$ cat config.mk
export PLATFORM = sky130hd
export DESIGN_NAME = sr_cmd_driver_flat
export DESIGN_NICKNAME = d
export VERILOG_FILES = /design/src/rtl/sr_cmd_driver_if.sv /design/src/rtl/sr_cmd_driver.sv /design/src/flat_wrapper.sv
export SDC_FILE = /design/constraint.sdc
export NUM_CORES = 1
export LEC_CHECK = 0
export BUFFER_PORTS_ARGS = -buffer_cell sky130_fd_sc_hd__buf_4
export CAP_MARGIN = 20
export CORE_MARGIN = 1.5
export CORE_UTILIZATION = 57
export CTS_CLUSTER_SIZE = 24
export DETAILED_ROUTE_END_ITERATION = 6
export GPL_TIMING_DRIVEN = 0
export PLACE_DENSITY = 0.88
export SYNTH_ARGS = -nofsm -noshare
export SYNTH_HDL_FRONTEND = slang
export SYNTH_SLANG_ARGS = --single-unit
$ cat constraint.sdc
create_clock -name clk -period 3.2 [get_ports clk]
set_clock_uncertainty 0.1 [all_clocks]
set_input_delay 0 -clock clk [delete_from_list [all_inputs] [get_ports clk]]
set_output_delay 0 -clock clk [all_outputs]
set_load 0.005 [all_outputs]
$ cat src/rtl/sr_cmd_driver_if.sv
// Command handshake between control logic and the SR flip-flop driver.
// The master is the command source; the slave is sr_cmd_driver.
interface sr_cmd_driver_if;
    logic cmd_valid;
    logic cmd_set;
    logic cmd_ready;

    modport master (output cmd_valid, output cmd_set, input cmd_ready);
    modport slave  (input cmd_valid, input cmd_set, output cmd_ready);
endinterface

$ cat src/rtl/sr_cmd_driver.sv
// Turns queued set/clear commands into mutually exclusive S/R pulses for an SR
// flip-flop, then confirms Q feedback and reports done or a timeout error.
module sr_cmd_driver #(
    parameter int unsigned PULSE_CYCLES = 2,
    parameter int unsigned GAP_CYCLES   = 1,
    parameter int unsigned TIMEOUT      = 8,
    parameter int unsigned DEPTH        = 4
) (
    input  logic              clk,
    input  logic              rst_n,
    sr_cmd_driver_if.slave    cmd,
    output logic              S,
    output logic              R,
    input  logic              q_fb,
    output logic              done,
    output logic              err,
    output logic              busy
);

    localparam int unsigned AW      = (DEPTH > 1) ? $clog2(DEPTH) : 1;
    localparam int unsigned NW      = $clog2(DEPTH + 1);
    localparam int unsigned CMAX_PG = (PULSE_CYCLES > GAP_CYCLES) ? PULSE_CYCLES : GAP_CYCLES;
    localparam int unsigned CMAX    = (CMAX_PG > TIMEOUT) ? CMAX_PG : TIMEOUT;
    localparam int unsigned CW      = $clog2(CMAX + 1);

    localparam logic [1:0] ST_IDLE  = 2'd0;
    localparam logic [1:0] ST_DRIVE = 2'd1;
    localparam logic [1:0] ST_GAP   = 2'd2;
    localparam logic [1:0] ST_CHECK = 2'd3;

    logic [DEPTH-1:0] mem;
    logic [AW-1:0]    wr_ptr;
    logic [AW-1:0]    rd_ptr;
    logic [NW-1:0]    count;
    logic [NW-1:0]    count_n;
    logic             full_c;
    logic             push_c;
    logic             pop_c;

    logic [1:0]       state;
    logic [1:0]       state_n;
    logic [CW-1:0]    cnt;
    logic [CW-1:0]    cnt_n;
    logic             target;
    logic             target_n;
    logic             done_n;
    logic             err_n;
    logic             s_n;
    logic             r_n;
    logic             busy_n;

    // Command FIFO: ready is purely a function of the occupancy register.
    assign full_c        = (count == NW'(DEPTH));
    assign cmd.cmd_ready = !full_c;
    assign push_c        = cmd.cmd_valid && !full_c;
    assign pop_c         = (state == ST_IDLE) && (count != '0);

    always_comb begin
        count_n = count;
        case ({push_c, pop_c})
            2'b10:   count_n = count + NW'(1);
            2'b01:   count_n = count - NW'(1);
            default: count_n = count;
        endcase
    end

    always_ff @(posedge clk) begin
        if (push_c) begin
            mem[wr_ptr] <= cmd.cmd_set;
        end
    end

    always_ff @(posedge clk or negedge rst_n) begin
        if (!rst_n) begin
            wr_ptr <= '0;
            rd_ptr <= '0;
            count  <= '0;
        end else begin
            if (push_c) begin
                wr_ptr <= wr_ptr + AW'(1);
            end
            if (pop_c) begin
                rd_ptr <= rd_ptr + AW'(1);
            end
            count <= count_n;
        end
    end

    // Next-state logic; each phase counter is reloaded on state entry.
    always_comb begin
        state_n  = state;
        cnt_n    = cnt;
        target_n = target;
        done_n   = 1'b0;
        err_n    = 1'b0;
        case (state)
            ST_IDLE: begin
                if (pop_c) begin
                    target_n = mem[rd_ptr];
                    cnt_n    = CW'(PULSE_CYCLES - 1);
                    state_n  = ST_DRIVE;
                end
            end
            ST_DRIVE: begin
                if (cnt == '0) begin
                    cnt_n   = CW'(GAP_CYCLES - 1);
                    state_n = ST_GAP;
                end else begin
                    cnt_n = cnt - CW'(1);
                end
            end
            ST_GAP: begin
                if (cnt == '0) begin
                    cnt_n   = CW'(TIMEOUT - 1);
                    state_n = ST_CHECK;
                end else begin
                    cnt_n = cnt - CW'(1);
                end
            end
            ST_CHECK: begin
                if (q_fb == target) begin
                    done_n  = 1'b1;
                    state_n = ST_IDLE;
                end else if (cnt == '0) begin
                    err_n   = 1'b1;
                    state_n = ST_IDLE;
                end else begin
                    cnt_n = cnt - CW'(1);
                end
            end
            default: begin
                state_n = ST_IDLE;
            end
        endcase
        // S and R derive from one decoded state, so they can never overlap.
        s_n    = (state_n == ST_DRIVE) && target_n;
        r_n    = (state_n == ST_DRIVE) && !target_n;
        busy_n = (state_n != ST_IDLE) || (count_n != '0);
    end

    always_ff @(posedge clk or negedge rst_n) begin
        if (!rst_n) begin
            state  <= ST_IDLE;
            cnt    <= '0;
            target <= 1'b0;
            S      <= 1'b0;
            R      <= 1'b0;
            done   <= 1'b0;
            err    <= 1'b0;
            busy   <= 1'b0;
        end else begin
            state  <= state_n;
            cnt    <= cnt_n;
            target <= target_n;
            S      <= s_n;
            R      <= r_n;
            done   <= done_n;
            err    <= err_n;
            busy   <= busy_n;
        end
    end

endmodule

$ cat src/flat_wrapper.sv
// flat-port wrapper written by rule: the top's interface ports become plain ports
module sr_cmd_driver_flat 
#(
    parameter int unsigned PULSE_CYCLES = 2,
    parameter int unsigned GAP_CYCLES   = 1,
    parameter int unsigned TIMEOUT      = 8,
    parameter int unsigned DEPTH        = 4
)
  (clk, rst_n, S, R, q_fb, done, err, busy, cmd_cmd_valid, cmd_cmd_set, cmd_cmd_ready);
  sr_cmd_driver_if cmd_i ();
  input  logic clk;
  input  logic rst_n;
  output logic S;
  output logic R;
  input  logic q_fb;
  output logic done;
  output logic err;
  output logic busy;
  input wire logic [$bits(cmd_i.cmd_valid)-1:0] cmd_cmd_valid;
  input wire logic [$bits(cmd_i.cmd_set)-1:0] cmd_cmd_set;
  output wire logic [$bits(cmd_i.cmd_ready)-1:0] cmd_cmd_ready;
  assign cmd_i.cmd_valid = cmd_cmd_valid;
  assign cmd_i.cmd_set = cmd_cmd_set;
  assign cmd_cmd_ready = cmd_i.cmd_ready;
  sr_cmd_driver #(.PULSE_CYCLES(PULSE_CYCLES), .GAP_CYCLES(GAP_CYCLES), .TIMEOUT(TIMEOUT), .DEPTH(DEPTH)) u_core (.clk(clk), .rst_n(rst_n), .cmd(cmd_i), .S(S), .R(R), .q_fb(q_fb), .done(done), .err(err), .busy(busy));
endmodule
==> summary.md <==
| Metric | Value |
|---|---|
| Arrival time worst endpoint | `between 2 and 3 ns` |
| Synthesized instance count | `around 110` |
| CP Class | `flip-flop to flip-flop` |
| CTS tree | `yes` |
| Die Height | `49.2 um` |
| TritonCTS buffer count | `3` |
| Final Slew Violations | `0` |
| Fin util | `a little over two thirds` |
| Synthesized area | `about 1200 sq um` |
| Critical Path Start Type | `flip-flop` |
| DR WL/cell | `14.2 um` |
| Synth top area cells | `dfrtp_1 (39%), edfxtp_1 (9.9%), ha_1 (7.2%), xnor2_1 (3.6%), inv_1 (2.8%)` |
| CP max-delay cell | `or4_1` |
| Clock-pin slew on the worst setup and hold paths | `about 0.13 ns` |
| Yosys cell types | `39` |
| Initial Util | `between 60% and 70%` |
| CTS resizes | `0` |
| Drt pass-1 iters | `4` |
| Fmax | `between 300 and 400 MHz` |
| Routability cong. | `slightly below 0.9` |
| Num ports | `11` |
| Initial antenna violation count | `0` |
| Total nets after synthesis | `between 100 and 150` |
| Post-DP HPWL | `between 1500 and 2000 um` |
| Post-synthesis sequential area ratio | `between 40% and 50%` |
| Critical path data required time | `roughly 3.3 ns` |
| H-tree levels | `1` |
| Via density | `between 5 and 6` |
| WHS | `0.332 ns` |
| EDFF count, synth | `4` |
| GR Overflow Total | `0` |
| Crit path time final | `around 2.8 ns` |
| ANT nets after route | `0` |
| Area of the die | `around 2400 sq um` |
| Vias in the first global route | `around 870` |
| Dominant cell type by area after synthesis | `dfrtp_1` |
| Buf/Inv on CP | `3` |
| GRT Overall Usage | `21.0%` |
| Fraction of layout cells with a size suffix above 1 | `between 10% and 20%` |
| Max clock buf depth | `2` |
| Port bufs | `10` |
| Die Span X | `49.2 um` |
| Worst path max stage delay | `0.48 ns` |
| Hold/Removal Path Class | `primary input to flip-flop` |
| Worst Tran Pin Value | `slightly below 0.9 ns` |
| Ant. Diodes | `0` |
| First-pass GRT wire length | `around 3800 um` |
| Crit-path cells | `inv_1 > nand3_1 > and2_1 > inv_1 > ha_1 > inv_1 > fa_1 > xor2_1 > nor2_1 > xor2_1 > or4_1` |
| Clk_lat worst skew | `0.32 ns` |
| CP delay by family, top | `simple AND/OR/NAND/NOR gates` |
| DRC | `0` |
| Critical path's most frequent cell | `inv_1` |
| Reg2reg setup slack | `just over 0.4 ns` |
| Crit. End Element | `flip-flop` |
| Root Buffer | `clkbuf_4` |
| Syn avg cell area | `11.3 sq um` |
| Status | `finished, final reports clean` |
| Max Cap Viol | `0` |
| Core region area | `1980 sq um` |
| Critical Path Fanout Max | `6` |
| Ys async rst share | `82.6%` |
| Top-area cell type share of the netlist area | `between 30% and 40%` |
| Static Leak | `about 0.63 nW` |
| Tcrit/Tclk final | `between 80 and 90%` |
| FF+latch count, synth | `23` |
| DRT iter0 DRCs | `23` |
| Area grow syn2layout | `15.2%` |
| RSZ-0062 raised after global routing | `no` |
| Final Hold Vio Count | `0` |
| TritonCTS sink count | `23` |
| Largest net degree at the start of global routing | `20` |
| Peak VDD IR | `0.553 mV` |
| Setup TNS | `0 ns` |
| Final setup vio count | `0` |
| Top FF cell, synth | `dfrtp_1` |
| Yosys warns | `0` |
| Worst slew margin | `41.7%` |
| Routed WL | `between 2000 and 2500 um` |
| P per Cell Area | `around 950 nW/um^2` |
| Rows | `16` |
| # Post-CTS Setup Buffers | `0` |
| Final nets | `approximately 140` |
| Via Count | `roughly 870` |
## cell families after synthesis
| kind of cell | share of synthesized area (%) |
|---|---|
| AOI/OAI and AO/OA | 7.00 |
| xor gates and xnor gates | 5.76 |
| adders and majority gates | 8.85 |
| buffers and inverters | 3.40 |
| DFF | 49.0 |
| muxes | 5.66 |
| and+or+nand+nor | 20.4 |
## what timing repair did
action,in CTS,in global routing
hold buffers,5,0
setup endpoints to repair,0,0
hold endpoints to repair,30,0
## metal layers
metal / global-route usage (%) / vias up / wire length (um)
li1: - / 415 / -
met1: 27.1 / 422 / 937
met2: 35.4 / 28 / 1130
met3: 2.76 / 3 / 85
met4: 9.05 / 0 / 23
met5: 0 / - / 0
## cell usage in the layout (no fill, tap or decap), drive strengths merged, types with 3 or more instances in the layout
cell         instances
clkbuf               6
ha                   7
xnor2                5
o21ai                4
buf                 10
edfxtp               4
xor2                 3
nor3                 3
dfrtp               19
a21oi                5
and3                 4
inv                  9
nand2               10
nor2                 6
dlygate4sd3          5
## worst reg2reg max path: cells and delay by family (launching register included)
kind	cells	cell delay, ns
xor gates and xnor gates	2	0.29
adders and majority gates	2	0.60
buffers and inverters	3	0.25
DFF	1	0.45
and+or+nand+nor	4	0.98
## where the power goes
group | leakage (nW) | internal (mW) | switching [mW]
logic | 0.357 | 0.313 | 0.348
clock network | 0.0150 | 0.0487 | 0.0877
registers | 0.263 | 0.423 | 0.106
## per-stage QoR
step	power, mW	instance area (sq um)	worst slack [ns]	instances
detailed placement	1.18	1330	0.444	145
finish	1.33	1400	0.403	154
floorplan	1.01	1220	0.641	108
global route	1.44	1400	0.212	154
CTS	1.33	1400	0.389	154
global placement	1.14	1330	0.511	145
## area by class of cell
cell class / count / area, sq um
flip-flops and latches: 23 / 596
fillers: 148 / 581
multi-input cells: 74 / 579
repair buffers: 15 / 125
inverters: 9 / 33.8
well taps: 27 / 33.8
clock buffers: 4 / 26.3
plain buffers: 2 / 7.51
## flip-flops by register name, indices dropped and copies added, names as in the netlist, 2 cells and up
name / cells
u_core.cnt: 4
u_core.count: 3
u_core.mem: 4
u_core.rd_ptr: 2
u_core.state: 2
u_core.wr_ptr: 2
## Yosys cell counts, types with 2 or more instances
| master | instances |
|---|---|
| a211oi_1 | 2 |
| nor2_1 | 5 |
| xor2_1 | 3 |
| edfxtp_1 | 4 |
| dfrtp_1 | 19 |
| nor2b_1 | 2 |
| nor3b_1 | 2 |
| nor3_1 | 2 |
| and3_1 | 4 |
| nand2_1 | 9 |
| inv_1 | 9 |
| xnor2_1 | 5 |
| ha_1 | 7 |
| a21oi_1 | 4 |
| clkbuf_1 | 2 |
| o21ai_0 | 4 |
| mux2i_1 | 2 |
| and2_1 | 2 |
## path summary, 6_finish.rpt
check,start,endpoint,depth (start not counted)
max in group asynchronous,rst_n,u_core.wr_ptr[0]$_DFFE_PN0P_,3
max reg2reg,u_core.count[0]$_DFF_PN0_,u_core.busy$_DFF_PN0_,11
min,cmd_cmd_set,u_core.mem[3]$_DFFE_PP_,2
min reg2reg,u_core.rd_ptr[1]$_DFFE_PN0P_,u_core.rd_ptr[1]$_DFFE_PN0P_,1
max,u_core.count[0]$_DFF_PN0_,u_core.busy$_DFF_PN0_,11
min in group asynchronous,rst_n,u_core.err$_DFF_PN0_,3
No activity file was read; power rests on OpenSTA's default activity.
